## src/rtl/ray_pkg.sv

```systemverilog
// Shared types for the frame scheduler slice.
//   sched_state_t : scheduler FSM state encoding
//   cam_vec_t     : one 3-component camera vector (x, y, z), 32 bits each
package ray_pkg;

    typedef enum logic [2:0] {
        IDLE,
        LATCH,
        ISSUE,
        DRAIN,
        DONE
    } sched_state_t;

    typedef struct packed {
        logic [31:0] x;
        logic [31:0] y;
        logic [31:0] z;
    } cam_vec_t;

endpackage

```

## src/rtl/frame_scheduler_if.sv

```systemverilog
// Pixel request channel from the frame scheduler to the ray-generation pipeline.
//   pix_valid / pix_ready : request handshake
//   pix_x / pix_y         : requested screen position
//   ray_pos_* / ray_dir_* : camera snapshot for the frame in progress
// master = scheduler side, slave = ray-generation side.
interface frame_scheduler_if #(
    parameter int H_RES = 640,
    parameter int V_RES = 480
);
    localparam int XW = $clog2(H_RES);
    localparam int YW = $clog2(V_RES);

    logic          pix_valid;
    logic          pix_ready;
    logic [XW-1:0] pix_x;
    logic [YW-1:0] pix_y;
    logic [31:0]   ray_pos_x;
    logic [31:0]   ray_pos_y;
    logic [31:0]   ray_pos_z;
    logic [31:0]   ray_dir_x;
    logic [31:0]   ray_dir_y;
    logic [31:0]   ray_dir_z;

    modport master (
        output pix_valid, pix_x, pix_y,
        output ray_pos_x, ray_pos_y, ray_pos_z,
        output ray_dir_x, ray_dir_y, ray_dir_z,
        input  pix_ready
    );

    modport slave (
        input  pix_valid, pix_x, pix_y,
        input  ray_pos_x, ray_pos_y, ray_pos_z,
        input  ray_dir_x, ray_dir_y, ray_dir_z,
        output pix_ready
    );
endinterface

```

## src/rtl/raster_counter.sv

```systemverilog
// Raster-order screen position counter.
//   clk, reset : clock, synchronous active-high reset
//   clr        : return to (0,0)
//   adv        : step to the next position in raster order
//   x, y       : current position
//   last       : current position is the final pixel of the frame
// At the final pixel the position holds even if adv is asserted.
module raster_counter #(
    parameter int H_RES = 640,
    parameter int V_RES = 480
) (
    input  logic                     clk,
    input  logic                     reset,
    input  logic                     clr,
    input  logic                     adv,
    output logic [$clog2(H_RES)-1:0] x,
    output logic [$clog2(V_RES)-1:0] y,
    output logic                     last
);
    localparam int XW = $clog2(H_RES);
    localparam int YW = $clog2(V_RES);
    localparam logic [XW-1:0] X_MAX = XW'(H_RES - 1);
    localparam logic [YW-1:0] Y_MAX = YW'(V_RES - 1);

    assign last = (x == X_MAX) && (y == Y_MAX);

    always_ff @(posedge clk) begin
        if (reset || clr) begin
            x <= '0;
            y <= '0;
        end else if (adv && !last) begin
            if (x == X_MAX) begin
                x <= '0;
                y <= y + 1'b1;
            end else begin
                x <= x + 1'b1;
            end
        end
    end
endmodule

```

## src/rtl/frame_scheduler.sv

```systemverilog
// Frame scheduler: snapshots the camera on start, issues one pixel request
// per screen position in raster order, caps rays in flight, waits for all
// rays to retire and pulses frame_done.
//   clk, reset        : clock, synchronous active-high reset
//   cam_pos_*/dir_*   : live camera values from the parser
//   start, abort      : frame request / stop-issuing request
//   pix               : pixel request channel (master side)
//   ret_valid         : one ray retired this cycle
//   busy              : frame in progress
//   frame_done        : one-cycle completion pulse
//   frame_aborted     : the completing frame was aborted
//   ret_err           : sticky retire-underflow flag
//   frame_count       : completed frames (wraps)
//
// state | meaning
// IDLE  | waiting for start
// LATCH | snapshot camera, clear raster position and abort flag
// ISSUE | issuing pixel requests
// DRAIN | waiting for all issued rays to retire
// DONE  | frame_done pulse, bump frame_count
module frame_scheduler
    import ray_pkg::*;
#(
    parameter int H_RES        = 640,
    parameter int V_RES        = 480,
    parameter int MAX_INFLIGHT = 8
) (
    input  logic                clk,
    input  logic                reset,
    input  logic [31:0]         cam_pos_x,
    input  logic [31:0]         cam_pos_y,
    input  logic [31:0]         cam_pos_z,
    input  logic [31:0]         cam_dir_x,
    input  logic [31:0]         cam_dir_y,
    input  logic [31:0]         cam_dir_z,
    input  logic                start,
    input  logic                abort,
    frame_scheduler_if.master   pix,
    input  logic                ret_valid,
    output logic                busy,
    output logic                frame_done,
    output logic                frame_aborted,
    output logic                ret_err,
    output logic [15:0]         frame_count
);
    localparam int IW = $clog2(MAX_INFLIGHT + 1);
    localparam logic [IW-1:0] INF_MAX = IW'(MAX_INFLIGHT);

    sched_state_t  state_q, state_d;
    logic [IW-1:0] inflight_q;
    cam_vec_t      ray_pos_q, ray_dir_q;
    logic          hs;
    logic          last;

    assign pix.pix_valid = (state_q == ISSUE) && (inflight_q < INF_MAX);
    assign hs            = pix.pix_valid && pix.pix_ready;
    assign busy          = (state_q != IDLE);
    assign frame_done    = (state_q == DONE);

    assign pix.ray_pos_x = ray_pos_q.x;
    assign pix.ray_pos_y = ray_pos_q.y;
    assign pix.ray_pos_z = ray_pos_q.z;
    assign pix.ray_dir_x = ray_dir_q.x;
    assign pix.ray_dir_y = ray_dir_q.y;
    assign pix.ray_dir_z = ray_dir_q.z;

    raster_counter #(
        .H_RES (H_RES),
        .V_RES (V_RES)
    ) u_raster (
        .clk   (clk),
        .reset (reset),
        .clr   (state_q == LATCH),
        .adv   (hs),
        .x     (pix.pix_x),
        .y     (pix.pix_y),
        .last  (last)
    );

    always_comb begin
        state_d = state_q;
        case (state_q)
            IDLE:    if (start) state_d = LATCH;
            LATCH:   state_d = ISSUE;
            ISSUE:   if ((hs && last) || abort) state_d = DRAIN;
            DRAIN:   if (inflight_q == '0) state_d = DONE;
            DONE:    state_d = IDLE;
            default: state_d = IDLE;
        endcase
    end

    always_ff @(posedge clk) begin
        if (reset) begin
            state_q <= IDLE;
        end else begin
            state_q <= state_d;
        end
    end

    // Issue is gated by inflight < MAX, so the increment path cannot overflow.
    always_ff @(posedge clk) begin
        if (reset) begin
            inflight_q <= '0;
            ret_err    <= 1'b0;
        end else if (hs && !ret_valid) begin
            inflight_q <= inflight_q + 1'b1;
        end else if (!hs && ret_valid) begin
            if (inflight_q == '0) begin
                ret_err <= 1'b1;
            end else begin
                inflight_q <= inflight_q - 1'b1;
            end
        end
    end

    always_ff @(posedge clk) begin
        if (reset) begin
            ray_pos_q     <= '0;
            ray_dir_q     <= '0;
            frame_aborted <= 1'b0;
            frame_count   <= '0;
        end else begin
            if (state_q == LATCH) begin
                ray_pos_q     <= {cam_pos_x, cam_pos_y, cam_pos_z};
                ray_dir_q     <= {cam_dir_x, cam_dir_y, cam_dir_z};
                frame_aborted <= 1'b0;
            end
            if (state_q == ISSUE && abort) begin
                frame_aborted <= 1'b1;
            end
            if (state_q == DONE) begin
                frame_count <= frame_count + 16'd1;
            end
        end
    end
endmodule

```

## src/flat_wrapper.sv

```systemverilog
// flat-port wrapper written by rule: the top's interface ports become plain ports
module frame_scheduler_flat import ray_pkg::*;
#(
    parameter int H_RES        = 640,
    parameter int V_RES        = 480,
    parameter int MAX_INFLIGHT = 8
)
  (clk, reset, cam_pos_x, cam_pos_y, cam_pos_z, cam_dir_x, cam_dir_y, cam_dir_z, start, abort, ret_valid, busy, frame_done, frame_aborted, ret_err, frame_count, pix_pix_valid, pix_pix_x, pix_pix_y, pix_ray_pos_x, pix_ray_pos_y, pix_ray_pos_z, pix_ray_dir_x, pix_ray_dir_y, pix_ray_dir_z, pix_pix_ready);
  frame_scheduler_if #(.H_RES(H_RES), .V_RES(V_RES)) pix_i ();
  input  logic clk;
  input  logic reset;
  input  logic [31:0] cam_pos_x;
  input  logic [31:0] cam_pos_y;
  input  logic [31:0] cam_pos_z;
  input  logic [31:0] cam_dir_x;
  input  logic [31:0] cam_dir_y;
  input  logic [31:0] cam_dir_z;
  input  logic start;
  input  logic abort;
  input  logic ret_valid;
  output logic busy;
  output logic frame_done;
  output logic frame_aborted;
  output logic ret_err;
  output logic [15:0] frame_count;
  output wire logic [$bits(pix_i.pix_valid)-1:0] pix_pix_valid;
  output wire logic [$bits(pix_i.pix_x)-1:0] pix_pix_x;
  output wire logic [$bits(pix_i.pix_y)-1:0] pix_pix_y;
  output wire logic [$bits(pix_i.ray_pos_x)-1:0] pix_ray_pos_x;
  output wire logic [$bits(pix_i.ray_pos_y)-1:0] pix_ray_pos_y;
  output wire logic [$bits(pix_i.ray_pos_z)-1:0] pix_ray_pos_z;
  output wire logic [$bits(pix_i.ray_dir_x)-1:0] pix_ray_dir_x;
  output wire logic [$bits(pix_i.ray_dir_y)-1:0] pix_ray_dir_y;
  output wire logic [$bits(pix_i.ray_dir_z)-1:0] pix_ray_dir_z;
  input wire logic [$bits(pix_i.pix_ready)-1:0] pix_pix_ready;
  assign pix_pix_valid = pix_i.pix_valid;
  assign pix_pix_x = pix_i.pix_x;
  assign pix_pix_y = pix_i.pix_y;
  assign pix_ray_pos_x = pix_i.ray_pos_x;
  assign pix_ray_pos_y = pix_i.ray_pos_y;
  assign pix_ray_pos_z = pix_i.ray_pos_z;
  assign pix_ray_dir_x = pix_i.ray_dir_x;
  assign pix_ray_dir_y = pix_i.ray_dir_y;
  assign pix_ray_dir_z = pix_i.ray_dir_z;
  assign pix_i.pix_ready = pix_pix_ready;
  frame_scheduler #(.H_RES(H_RES), .V_RES(V_RES), .MAX_INFLIGHT(MAX_INFLIGHT)) u_core (.clk(clk), .reset(reset), .cam_pos_x(cam_pos_x), .cam_pos_y(cam_pos_y), .cam_pos_z(cam_pos_z), .cam_dir_x(cam_dir_x), .cam_dir_y(cam_dir_y), .cam_dir_z(cam_dir_z), .start(start), .abort(abort), .pix(pix_i), .ret_valid(ret_valid), .busy(busy), .frame_done(frame_done), .frame_aborted(frame_aborted), .ret_err(ret_err), .frame_count(frame_count));
endmodule
```

## config.mk

```make
export PLATFORM = sky130hd
export DESIGN_NAME = frame_scheduler_flat
export DESIGN_NICKNAME = d
export VERILOG_FILES = /design/src/rtl/ray_pkg.sv /design/src/rtl/frame_scheduler_if.sv /design/src/rtl/raster_counter.sv /design/src/rtl/frame_scheduler.sv /design/src/flat_wrapper.sv
export SDC_FILE = /design/constraint.sdc
export NUM_CORES = 1
export LEC_CHECK = 0
export BUFFER_PORTS_ARGS = -buffer_cell sky130_fd_sc_hd__clkbuf_2
export CORE_AREA = 4 4 165 167
export CTS_CLUSTER_SIZE = 28
export DETAILED_ROUTE_END_ITERATION = 8
export DIE_AREA = 0 0 169 171
export GPL_ROUTABILITY_DRIVEN = 0
export PLACE_DENSITY = 0.68
export SLEW_MARGIN = 25
export SYNTH_ARGS = -nofsm -noshare
export SYNTH_HDL_FRONTEND = slang
export SYNTH_SLANG_ARGS = --single-unit
```

## constraint.sdc

```tcl
create_clock -name clk -period 4.5 [get_ports clk]
set_clock_uncertainty 0.1 [all_clocks]
set_input_delay 0.45 -clock clk [delete_from_list [all_inputs] [get_ports clk]]
set_output_delay 0.45 -clock clk [all_outputs]
set_load 0.02 [all_outputs]
```

## After elaboration in Yosys (flattened, before gate mapping)

Cells that the tools add are included.

- $add $sub $neg: 5
- Multipliers: 0
- Divide/modulo/power cells: 0
- Magnitude comparators: 1
- Equality and inequality tests: 10
- Shift operators: 0
- Muxes and demuxes: 10
- Bitwise gates (word level): 1
- Reduce and logical (&&, ||, !) cells: 22

Operators with widths:

| cell | count |
|---|---|
| $add A16 B1 Y16 const B | 1 |
| $mux W4 | 3 |
| $pmux W3 S4 | 1 |
| $add A10 B1 Y10 const B | 1 |
| $eq A10 B10 Y1 const B | 1 |
| $mux W10 | 1 |
| $add A9 B1 Y9 const B | 1 |
| $eq A9 B9 Y1 const B | 1 |
| $mux W3 | 3 |
| $logic_and A1 B1 Y1 | 8 |
| $eq A3 B2 Y1 const B | 2 |
| $ne A2 B2 Y1 const B | 3 |
| $reduce_and A3 Y1 | 2 |
| $add A4 B1 Y4 const B | 1 |
| $logic_not A4 Y1 | 1 |
| $lt A4 B4 Y1 const B | 1 |
| $reduce_and A2 Y1 | 2 |
| $reduce_bool A2 Y1 | 2 |
| $sub A4 B1 Y4 const B | 1 |
| $eq A3 B1 Y1 const B | 1 |
| $eq A3 B3 Y1 const B | 1 |
| $logic_not A1 Y1 | 3 |
| $logic_not A3 Y1 | 1 |
| $reduce_bool A3 Y1 | 1 |
| other kinds (4) | 6 |

- Register bits after elaboration: 236
- Bits in latches: 0
- Memory bits (writable): 0
- Memory bits (read-only): 0
- Bits of input ports: 198
- Output and inout port bits: 232
- Word-level logic and storage cells: 62
- Memories kept: 0

## Depth between registers and ports, before layout

Gate-level depths: netlist of the first run.

- Depth after elaboration: 7
- Mapped depth: 12

## Modules after synthesis

Synthesis of the first run repeated with hierarchy kept, for this count alone.

- Cells, all modules: 1105
- Area total of the unflattened synthesis: 8800.9 um^2

Modules (own cells, without submodules):

| module | times used | cells each | area an instance (um^2) | seq. area each (um^2) |
|---|---|---|---|---|
| frame_scheduler | 1 | 977 | 7716.2 | 4344.2 |
| raster_counter | 1 | 128 | 1084.8 | 380.4 |

## Least setup slack after synthesis of the first run

OpenSTA, ideal clock, no wires.

- Path kind: register to register
- From: register u_core.state_q[2]
- To: register u_core.inflight_q[3]
- Setup time: 0.123 ns
- Arrival time: 2.801 ns
- Data required time: 4.277 ns
- Slack: 1.475 ns
- Cell stages (with the launch flop): 13
- Period minus slack after synthesis: 3.025 ns
- Cells stage by stage: dfxtp_1 buf_6 nor4b_4 nand2_2 buf_4 inv_2 ha_1 inv_1 ha_1 a21o_1 a21oi_1 mux2_2 mux2_1

- Cells in the longest elaborated chain, start to end: 7

Ends and longest elaborated chain:

| what | RTL line | RTL |
|---|---|---|
| from (decl) | frame_scheduler.sv:49 | `sched_state_t state_q, state_d;` |
| from (signal assigned) | frame_scheduler.sv:96 | `state_q <= state_d;` |
| $eq A3 B2 Y1 (*) | frame_scheduler.sv:55 | `assign pix.pix_valid = (state_q == ISSUE) && (inflight_q < INF_MAX);` |
| $logic_and A1 B1 Y1 (*) | frame_scheduler.sv:55 |  |
| net pix_pix_valid | flat_wrapper.sv:26 | `output wire logic [$bits(pix_i.pix_valid)-1:0] pix_pix_valid;` |
| $logic_and A1 B1 Y1 (*) | frame_scheduler.sv:56 | `assign hs = pix.pix_valid && pix.pix_ready;` |
| $logic_not A1 Y1 | frame_scheduler.sv:107 | `end else if (!hs && ret_valid) begin` |
| $logic_and A1 B1 Y1 | frame_scheduler.sv:107 |  |
| $reduce_bool A2 Y1 (no line) | -- |  |
| $reduce_and A2 Y1 (no line) | -- |  |
| to (signal assigned) | frame_scheduler.sv:106 | `inflight_q <= inflight_q + 1'b1;` |
| to (signal assigned) | frame_scheduler.sv:111 | `inflight_q <= inflight_q - 1'b1;` |
| to (decl) | frame_scheduler.sv:50 | `logic [IW-1:0] inflight_q;` |

Mark *: on every way through the listed nets, which the timed path passes. The rest lies on a longest branch.
A chain may end at the register's enable or synchronous reset.

## Worst setup path after layout of the first run

- From: register u_core.state_q[1]
- To: register u_core.inflight_q[3]

- Cells in the longest elaborated chain, start to end: 7

Ends and longest elaborated chain:

| what | RTL line |
|---|---|
| $eq A3 B2 Y1 (*) | frame_scheduler.sv:55 |
| $logic_and A1 B1 Y1 (*) | frame_scheduler.sv:55 |
| $logic_and A1 B1 Y1 (*) | frame_scheduler.sv:56 |
| $logic_not A1 Y1 | frame_scheduler.sv:107 |
| $logic_and A1 B1 Y1 | frame_scheduler.sv:107 |
| $reduce_bool A2 Y1 (no line) | -- |
| $reduce_and A2 Y1 (no line) | -- |

Every way passes the cells marked *; elsewhere a longest branch is shown, timed or not.

==> results.ini, run 1 <==
[setup_path]
end_kind = register
critPathLaunch = u_core.state_q[1]
path_cells = nor4b_4 -> nand2_2 -> inv_2 -> ha_1 -> inv_1 -> ha_1 -> a21o_1 -> a21oi_1 -> mux2_2 -> mux2_1
path_class = register to register
cp_data_arrival_time_ns = 3.73
cp_max_fo = 22
worst-r2r-setup-slack_ns = 1.07
cpPeakStageDelay_ns = 0.59
crit_slowest_cell = dfxtp_1
critPathRequiredTime_ns = 4.80
reg2reg_from = u_core.state_q[1]
critPathLaunchType = register
cp_common_cell = ha_1

[sta]
report.final.slew_viol_count = 0
hold_ws_ns = 0.0292
hold_viol_final = 0
layout_setup_ws_ns = 1.07
period_share_pct = 76.2
period_minus_slack_ns = 3.43
finalSetupViolations = 0
tightest_slew_ns = 1.05
fin_setup_tns_ns = 0
rsz0062_at_grt = false
fmax_mhz = 292
relSlewSlack_pct = 30.0

[placed_design]
dp_hpwl_um = 20200
port_buffers = 429
place_ws_ns = 1.11

[synth]
post-synth-top-count-cell = nand2_1
syn_avg_cell_area_um2 = 8.07
syn_area_um2 = 8930
synth_ff_type = dfxtp_1
yosysUniqueCellTypes = 54
yosysWarningCount = 0
yosysSeqAreaShare_pct = 52.9
syn-instance-count = 1106
synthTopCellsByArea = dfxtp_1 53%, nand2_1 17%, a21oi_1 12%
synth_area_leader_cell = dfxtp_1
yosys.area.top_type_share_pct = 52.9
netlist_top_cells_count = 407 x nand2_1, 236 x dfxtp_1, 210 x a21oi_1
synth-edff-count = 0
synth-seq-cells = 236
syn_nets = 1312
synthArstFlopShare_pct = 0

[route]
drc_errors = 0
viasPerCell = 4.78
drt-total-wl_um = 28200
firstDrtPassIters = 5
routedWlPerCell_um = 15.3
first_iter_violations = 427
antenna_left = 0
vias = 8810

[grt]
antenna_found_initial = 0
overflow = 0
grt_pass1_vias = 8393
grt_use_total_pct = 18.0
grt_pass1_wl_um = 43600
grt_max_degree = 111

[clocking]
cts_hold_buf = 0
numCtsBuffers = 26
cts.clk_slew.worst_paths_ns = 0.06
clk_latency_ns = 0.52
post_cts_resized = 0
clock_sink_count = 236
cts_tree = yes
h-tree-depth = 1
cts_buffer_depth = 3
cts_setup_buffers = 0
ctsRootBufferMaster = clkbuf_16

[pwr]
p_leak_uw = 0.00528
ir_worst_vdd_mv = 0.367
power_uw = 6070
power_density_nw_per_um2 = 502

[finish]
synthToLayoutAreaGrowth_pct = 35.5
layout.nets = 1697
final_util_pct = 47.0
drive_gt1_share_pct = 33.0
antennaDiodeCount = 0
nFillCells = 2556

[floorplanning]
die-area_um2 = 28900
core_um2 = 25800
start_util_pct = 34.6
die_h_um = 171
io-pin-count = 430
num_rows = 59
die_w_um = 169

[hold_path]
hold_start = cam_pos_z[6]
min_path_type = input port to register

[outcome]
status = complete, no violations

[run]
max_cap_violations = 0

-- cell type report --
type / count / area (µm²) / share of cell area, %
Sequential cell: 236 / 4720 / 39.1
Multi-Input combinational cell: 785 / 3880 / 32.0
Timing Repair Buffer: 436 / 2220 / 18.3
Clock buffer: 34 / 711 / 5.88
Tap cell: 335 / 419 / 3.47
Clock inverter: 11 / 125 / 1.03
Inverter: 6 / 22.5 / 0.186
-- layer usage --
layer	GRT usage, %	wire length, µm
met1	21.3	10900
met2	31.4	14000
met3	5.89	2720
met4	5.04	667
met5	0	0
-- final timing paths --
check | to | depth (start not counted)
max | u_core.inflight_q[3] | 10
min | u_core.pix.ray_pos_z[6] | 3
max reg2reg | u_core.inflight_q[3] | 10
min reg2reg | u_core.pix.ray_dir_y[19] | 2
-- state kept, by name (all words and copies together), names as in the netlist --
signal / flops
u_core.pix.ray_dir_x: 32
u_core.pix.ray_dir_y: 32
u_core.pix.ray_dir_z: 32
u_core.pix.ray_pos_x: 32
u_core.pix.ray_pos_y: 32
u_core.pix.ray_pos_z: 32
u_core.frame_count: 16
u_core.u_raster.x: 10
u_core.u_raster.y: 9
u_core.inflight_q: 4
u_core.state_q: 3
u_core.frame_aborted: 1
u_core.ret_err: 1
-- cells by family (layout without fill, tap and decap cells) --
| kind of cell | Yosys count | in the layout | synth area share [%] |
|---|---|---|---|
| xor gates and xnor gates | 12 | 12 | 1.18 |
| adders and majority gates | 8 | 8 | 1.21 |
| and+or+nand+nor | 509 | 509 | 24.8 |
| DFF | 236 | 236 | 52.9 |
| buffers and inverters | 85 | 487 | 3.80 |
| muxes | 15 | 15 | 1.71 |
| AOI/OAI and AO/OA | 241 | 241 | 14.3 |
-- power by group --
| part | internal, µW | switching [µW] |
|---|---|---|
| combinational | 487 | 1000 |
| sequential | 2350 | 157 |
| clock | 1230 | 853 |
| total | 4060 | 2010 |
-- worst max-delay path, delay by kind of cell (launching register included) --
family / cells / cell delay (ns)
simple gates: 2 / 0.76
mux: 2 / 0.67
flops: 1 / 0.59
fa+ha+maj: 2 / 0.51
compound gates: 2 / 0.35
buf+inv: 2 / 0.32
-- cell usage in the layout, fill, tap and decap left out, types with 7 or more instances in the layout --
| master | synthesis | layout |
|---|---|---|
| a21oi_1 | 210 | 210 |
| clkbuf_16 | 0 | 26 |
| clkbuf_2 | 0 | 428 |
| dfxtp_1 | 236 | 236 |
| ha_1 | 7 | 7 |
| mux2i_1 | 13 | 13 |
| nand2_1 | 407 | 406 |
| nand3_1 | 13 | 13 |
| nand4_1 | 8 | 8 |
| nor2_1 | 23 | 23 |
| nor4_2 | 8 | 8 |
| or3_1 | 15 | 15 |
| xnor2_1 | 7 | 7 |
-- through the flow --
stage / instance area, µm² / instances
2_1_floorplan: 8930 / 1106
4_1_cts: 12100 / 1843
6_report: 12100 / 1843
5_1_grt: 12100 / 1843
3_5_place_dp: 11300 / 1798
3_3_place_gp: 11300 / 1798
(Power assumes the default switching activity.)
==> inputs of run 2 (changes only) <==
Settings changed: PLACE_DENSITY 0.68 to 0.7.
Clock period 4.5 ns to 2.85 ns, I/O delays scaled along.
==> run 2 against run 1 <==
Effect of this change: register-to-register slack worse by 0.74 ns; die area stayed put; wire length is 15% higher; cell count is 11% higher; setup slack worse by 0.74 ns; total power is 68% higher; critical path type unchanged; largest cell class unchanged; largest power group unchanged.
==> results.ini, run 2 (synthesis results as in run 1) <==
[finish]
layout_common_cells = 428 x clkbuf_2, 406 x nand2_1, 236 x dfxtp_1, 210 x a21oi_1, 193 x dlygate4sd3_1
regArea_um2 = 4720  ; unchanged
instances_no_fill = 2048  ; +11%
drive_gt1_share_pct = 29.8  ; -3.2 points
nFillCells = 2177  ; -15%
synthToLayoutAreaGrowth_pct = 59.7
layout.nets = 1900  ; +12%
design_area_um2 = 14300  ; +18%
final_common_cell = clkbuf_2
multi_input_area_um2 = 3890  ; +0.32%
final_util_pct = 55.3  ; +8.4 points

[clocking]
h-tree-depth = 1  ; unchanged
post_cts_resized = 0  ; unchanged
cts_tree = yes
clk_latency_ns = 0.52  ; about the same
cts_buffer_depth = 3  ; unchanged
clock_sink_count = 236  ; unchanged
numCtsBuffers = 26  ; unchanged
cts.clk_slew.worst_paths_ns = 0.06  ; about the same
ctsRootBufferMaster = clkbuf_16

[sta]
fin_setup_tns_ns = 0  ; unchanged
report.final.slew_viol_count = 0  ; unchanged
rsz0062_at_grt = false
relSlewSlack_pct = 37.9  ; +7.9 points
period_share_pct = 88.3  ; +12 points
tightest_slew_ns = 0.928  ; -0.122 ns
fmax_mhz = 397  ; +36%
finalSetupViolations = 0  ; unchanged
period_minus_slack_ns = 2.52  ; -0.910 ns
hold_viol_final = 0  ; unchanged

[outcome]
status = complete, no violations

[grt]
antenna_found_initial = 1  ; +1
grt_use_total_pct = 20.8  ; +2.8 points
grt_max_degree = 118  ; +6.3%
grt_pass1_vias = 9940  ; +18%
overflow = 0  ; unchanged
grt_pass1_wl_um = 50600  ; +16%

[hold_path]
min_path_type = input port to register

[floorplanning]
num_rows = 59  ; unchanged
die-area_um2 = 28900  ; unchanged
io-pin-count = 430  ; unchanged
die_w_um = 169  ; unchanged
core_um2 = 25800  ; unchanged
start_util_pct = 34.6  ; unchanged
die_h_um = 171  ; unchanged

[pwr]
p_leak_uw = 0.00619  ; +17%
power_density_nw_per_um2 = 715  ; +42%
ir_worst_vdd_mv = 0.517  ; +41%

[setup_path]
end_kind = register
cp_max_fo = 6  ; -73%
critPathLaunchType = register
critPathRequiredTime_ns = 3.16  ; -1.64 ns
path_class = register to register
cp_data_arrival_time_ns = 2.83  ; -0.90 ns

[placed_design]
placed_area_um2 = 11400  ; +1.5%
dp_hpwl_um = 20100  ; -0.50%
dp_cells = 1808  ; +0.56%
port_buffers = 429  ; unchanged

[route]
viasPerCell = 4.91  ; +2.6%
firstDrtPassIters = 5  ; unchanged
first_iter_violations = 572  ; +34%
drt-total-wl_um = 32500  ; +15%
drc_errors = 0  ; unchanged
antenna_left = 0  ; unchanged
routedWlPerCell_um = 15.8  ; +3.4%
vias = 10047  ; +14%

[run]
max_cap_violations = 0  ; unchanged

-- run 2: worst max-delay path, stage by stage (launching register included) --
cell     delay, ns
dfxtp_1       0.36
nor4b_4       0.30
nand2_2       0.11
inv_4         0.11
ha_4          0.14
inv_2         0.06
ha_1          0.29
a21o_1        0.17
a21oi_1       0.12
mux2_2        0.35
mux2_1        0.30
-- run 2: timing repair --
action,4_1_cts,5_1_grt
hold buffers,193,0
setup buffers,0,0
hold endpoints to repair,193,0
-- run 2: stage by stage --
step,total power (µW),hold slack [ns],setup WS [ns]
5_1_grt,10700,0.0890,0.182
3_5_place_dp,6490,0.345,0.332
3_3_place_gp,6430,0.341,0.337
6_report,10200,0.0672,0.334
4_1_cts,10200,0.0390,0.313
2_1_floorplan,5560,0.321,0.00857
-- run 2: final timing paths --
kind	from	to	slack, ns	depth (start not counted)
setup / recovery	u_core.inflight_q[3]	u_core.inflight_q[3]	0.33	10
hold / removal	ret_valid	u_core.ret_err	0.07	4
setup reg to reg	u_core.inflight_q[3]	u_core.inflight_q[3]	0.33	10
hold reg to reg	u_core.pix.ray_dir_x[14]	u_core.pix.ray_dir_x[14]	0.35	2
-- run 2: layer usage --
metal	global-route usage (%)	share of wire, %	wire [µm]	vias to the layer above
met3	6.10	8.5	2770	117
met5	0	0	0	-
li1	-	-	-	4864
met4	9.28	4.2	1350	0
met2	35.9	49	16000	442
met1	24.1	38	12300	4624
-- run 2: report_power, final --
part	switching (µW)	internal, µW	total [µW]
sequential	238	3710	3940
clock	1360	2150	3510
combinational	1730	1010	2740
total	3330	6870	10200
-- run 2: final cells by class --
cell class                 count  share of cell area [%]
clock buffer                  35                    5.08
inverter                       6                   0.175
multi-input combinational    785                    27.3
timing repair buffer         639                    30.2
antenna                        1                  0.0175
clock inverter                11                    1.22
tap                          335                    2.94
sequential                   236                    33.1
==> inputs of run 3 (changes only) <==
Settings changed: ABC_AREA set to 1, CORE_AREA 4 4 165 167 to 4 4 163 165, CTS_CLUSTER_SIZE 28 to not set, DIE_AREA 0 0 169 171 to 0 0 167 169, PLACE_DENSITY 0.7 to 0.73.
==> run 3 against run 2 <==
Effect of this change: register-to-register slack better by 0.31 ns; worst hold slack worse by 0.018 ns; non-clock buffer count down 6; clock power down 4%; first-iteration DRC count up 15%.
==> results.ini, run 3 <==
[pwr]
ir_worst_vdd_mv = 0.527  ; +1.8%
p_clk_share_pct = 26.4  ; -8.0 points
p_leak_uw = 0.00653  ; +5.5%
power.switching_uw = 4940  ; +48%
power_density_nw_per_um2 = 884  ; +24%
internal_power_uw = 7800  ; +14%
comb_power_share_pct = 36.2  ; +9.3 points
power_uw = 12700  ; +25%
sw_frac_of_total_pct = 38.8  ; +6.1 points
seq_power_share_pct = 37.4  ; -1.3 points

[setup_path]
critPathTopFamily = simple AND/OR/NAND/NOR gates
path_depth = 11  ; +1
critPathLaunchType = register
path_buf_inv = 1  ; -1
cp_data_arrival_time_ns = 2.50  ; -0.33 ns
crit_slowest_cell = dfxtp_1
worst-r2r-cell-count = 11  ; +1
cp_max_fo = 6  ; unchanged
critPathRequiredTime_ns = 3.14  ; -0.02 ns
path_cells = nor2_4 -> nand3_2 -> nor2_8 -> ha_1 -> inv_1 -> ha_1 -> a21oi_1 -> nand2_1 -> xor2_1 -> nand2_1 -> a21oi_1
path_class = register to register
cpPeakStageDelay_ns = 0.38  ; +0.02 ns
end_kind = register

[route]
vias = 10211  ; +1.6%
firstDrtPassIters = 5  ; unchanged
viasPerCell = 4.79  ; -2.3%
antenna_left = 0  ; unchanged
first_iter_violations = 657  ; +15%
drc_errors = 0  ; unchanged
drt-total-wl_um = 32500  ; about the same
routedWlPerCell_um = 15.2  ; -3.8%

[hold_path]
min_path_type = input port to register
hold_depth = 3  ; -1

[sta]
hold_ws_ns = 0.0491  ; -0.0181 ns
report.final.slew_viol_count = 0  ; unchanged
fmax_mhz = 452  ; +14%
layout_setup_ws_ns = 0.639  ; +0.305 ns
relSlewSlack_pct = 65.1  ; +27 points
rsz0062_at_grt = false
hold_viol_final = 0  ; unchanged
finalSetupViolations = 0  ; unchanged
fin_setup_tns_ns = 0  ; unchanged
period_minus_slack_ns = 2.21  ; -0.305 ns
tightest_slew_ns = 0.524  ; -0.404 ns
period_share_pct = 77.6  ; -11 points

[finish]
final_util_pct = 57.6  ; +2.2 points
layout.nets = 1991  ; +4.8%
nFillCells = 2096  ; -3.7%
final_common_cell = clkbuf_2
multi_input_area_um2 = 3250  ; -16%
synthToLayoutAreaGrowth_pct = 56.3
regArea_um2 = 4720  ; unchanged
layout_common_cells = 429 x clkbuf_2, 243 x inv_1, 236 x dfxtp_1, 221 x a21oi_1, 192 x dlygate4sd3_1
drive_gt1_share_pct = 28.1  ; -1.7 points

[synth]
yosys.area.top_type_share_pct = 51.2  ; -1.7 points
synthTopCellsByArea = dfxtp_1 51%, a21oi_1 12%, inv_1 9.9%
yosysUniqueCellTypes = 37  ; -31%
syn_nets = 1397  ; +6.5%
netlist_top_cells_count = 243 x inv_1, 236 x dfxtp_1, 221 x a21oi_1
syn-instance-count = 1191  ; +7.7%
syn_area_um2 = 9220  ; +3.3%
synth_ff_type = dfxtp_1
synth-edff-count = 0  ; unchanged
yosysSeqAreaShare_pct = 51.2  ; -1.7 points
post-synth-top-count-cell = inv_1
syn_avg_cell_area_um2 = 7.74  ; -4.1%
synth_area_leader_cell = dfxtp_1
synth-seq-cells = 236  ; unchanged
yosysWarningCount = 0  ; unchanged
synthArstFlopShare_pct = 0  ; unchanged

[floorplanning]
io-pin-count = 430  ; unchanged
die_h_um = 169  ; -1.2%
start_util_pct = 36.8  ; +2.2 points
die_w_um = 167  ; -1.2%
die-area_um2 = 28200  ; -2.3%
num_rows = 58  ; -1.7%
core_um2 = 25000  ; -2.8%

[clocking]
clock_sink_count = 236  ; unchanged
numCtsBuffers = 27  ; +3.8%
h-tree-depth = 1  ; unchanged
ctsRootBufferMaster = clkbuf_16
clk_latency_ns = 0.51  ; about the same
cts_buffer_depth = 3  ; unchanged
cts.clk_slew.worst_paths_ns = 0.06  ; about the same
cts_tree = yes

[placed_design]
place_ws_ns = 0.636  ; +0.304 ns
port_buffers = 429  ; unchanged
dp_hpwl_um = 20200  ; +0.21%

[grt]
grt_use_total_pct = 21.4  ; +0.59 points
grt_max_degree = 136  ; +15%
grt_pass1_wl_um = 51000  ; +0.72%
grt_pass1_vias = 10381  ; +4.4%
antenna_found_initial = 1  ; unchanged
overflow = 0  ; unchanged

[outcome]
status = complete, no violations

[run]
max_cap_violations = 0  ; unchanged

[run 3: cell types whose count changed in the layout (fill, tap and decap cells not counted), moves of 6 or more]
cell / previous run / this run
nand2_1: 406 / 79
inv_1: 4 / 243
o21ai_0: 6 / 141
o21ai_1: 0 / 74
nor2_1: 23 / 42
or3_1: 15 / 0
mux2i_1: 13 / 0
a21oi_1: 210 / 221
nand3_1: 13 / 24
nor4_2: 8 / 0
inv_2: 1 / 7
o31ai_1: 6 / 0
[run 3: per-layer routing]
layer	part of all wire [%]	vias up	global-route usage, %
met5	0.022	-	0
met4	4.7	2	10.7
met3	8.6	127	5.70
met2	49	485	38.0
met1	38	4592	23.7
li1	-	5005	-
[run 3: metrics by stage]
step | cell area [µm²] | instances
global placement | 11600 | 1894
detailed placement | 11600 | 1894
floorplan | 9220 | 1191
finish | 14400 | 2130
CTS | 14400 | 2129
global route | 14400 | 2129
[run 3: worst reg2reg max path: stages (launching register included)]
cell and delay, ns:
dfxtp_1 0.38, nor2_4 0.15, nand3_2 0.14, nor2_8 0.18, ha_1 0.21, inv_1 0.11, ha_1 0.35, a21oi_1 0.15
nand2_1 0.07, xor2_1 0.14, nand2_1 0.06, a21oi_1 0.05
[run 3: cell type report]
class	count	area share (%)
diodes	1	0.0174
clock inverters	3	0.339
flip-flops and latches	236	32.8
well taps	330	2.87
inverters	251	6.56
multi-input cells	636	22.6
clock buffers	40	5.65
repair buffers	633	29.2
[run 3: logic make-up after synthesis]
group / Yosys count / share of synthesized area, %
buf+inv: 319 / 13.6
fa+ha+maj: 8 / 1.17
flops: 236 / 51.2
simple gates: 176 / 8.86
xor+xnor: 10 / 0.950
compound gates: 442 / 24.2
[run 3: worst paths after layout]
path,startpoint,to,slack [ns]
max,u_core.state_q[0],u_core.inflight_q[3],0.64
max reg2reg,u_core.state_q[0],u_core.inflight_q[3],0.64
min,cam_dir_y[31],u_core.pix.ray_dir_y[31],0.05
min reg2reg,u_core.pix.ray_dir_x[31],u_core.pix.ray_dir_x[31],0.34
[run 3: power groups by stage]
stage	Clock [µW]	Sequential, µW	Combinational (µW)
global route	3590	4860	5020
global placement	0	4730	4220
detailed placement	0	4770	4300
CTS	3440	4720	4520
floorplan	0	5820	1740
finish	3360	4760	4610
[run 3: timing repair]
action                    in CTS  in global routing
hold endpoints to repair     192                  0
setup buffers                  0                  0
resized for setup              0                  0
hold buffers                 192                  0
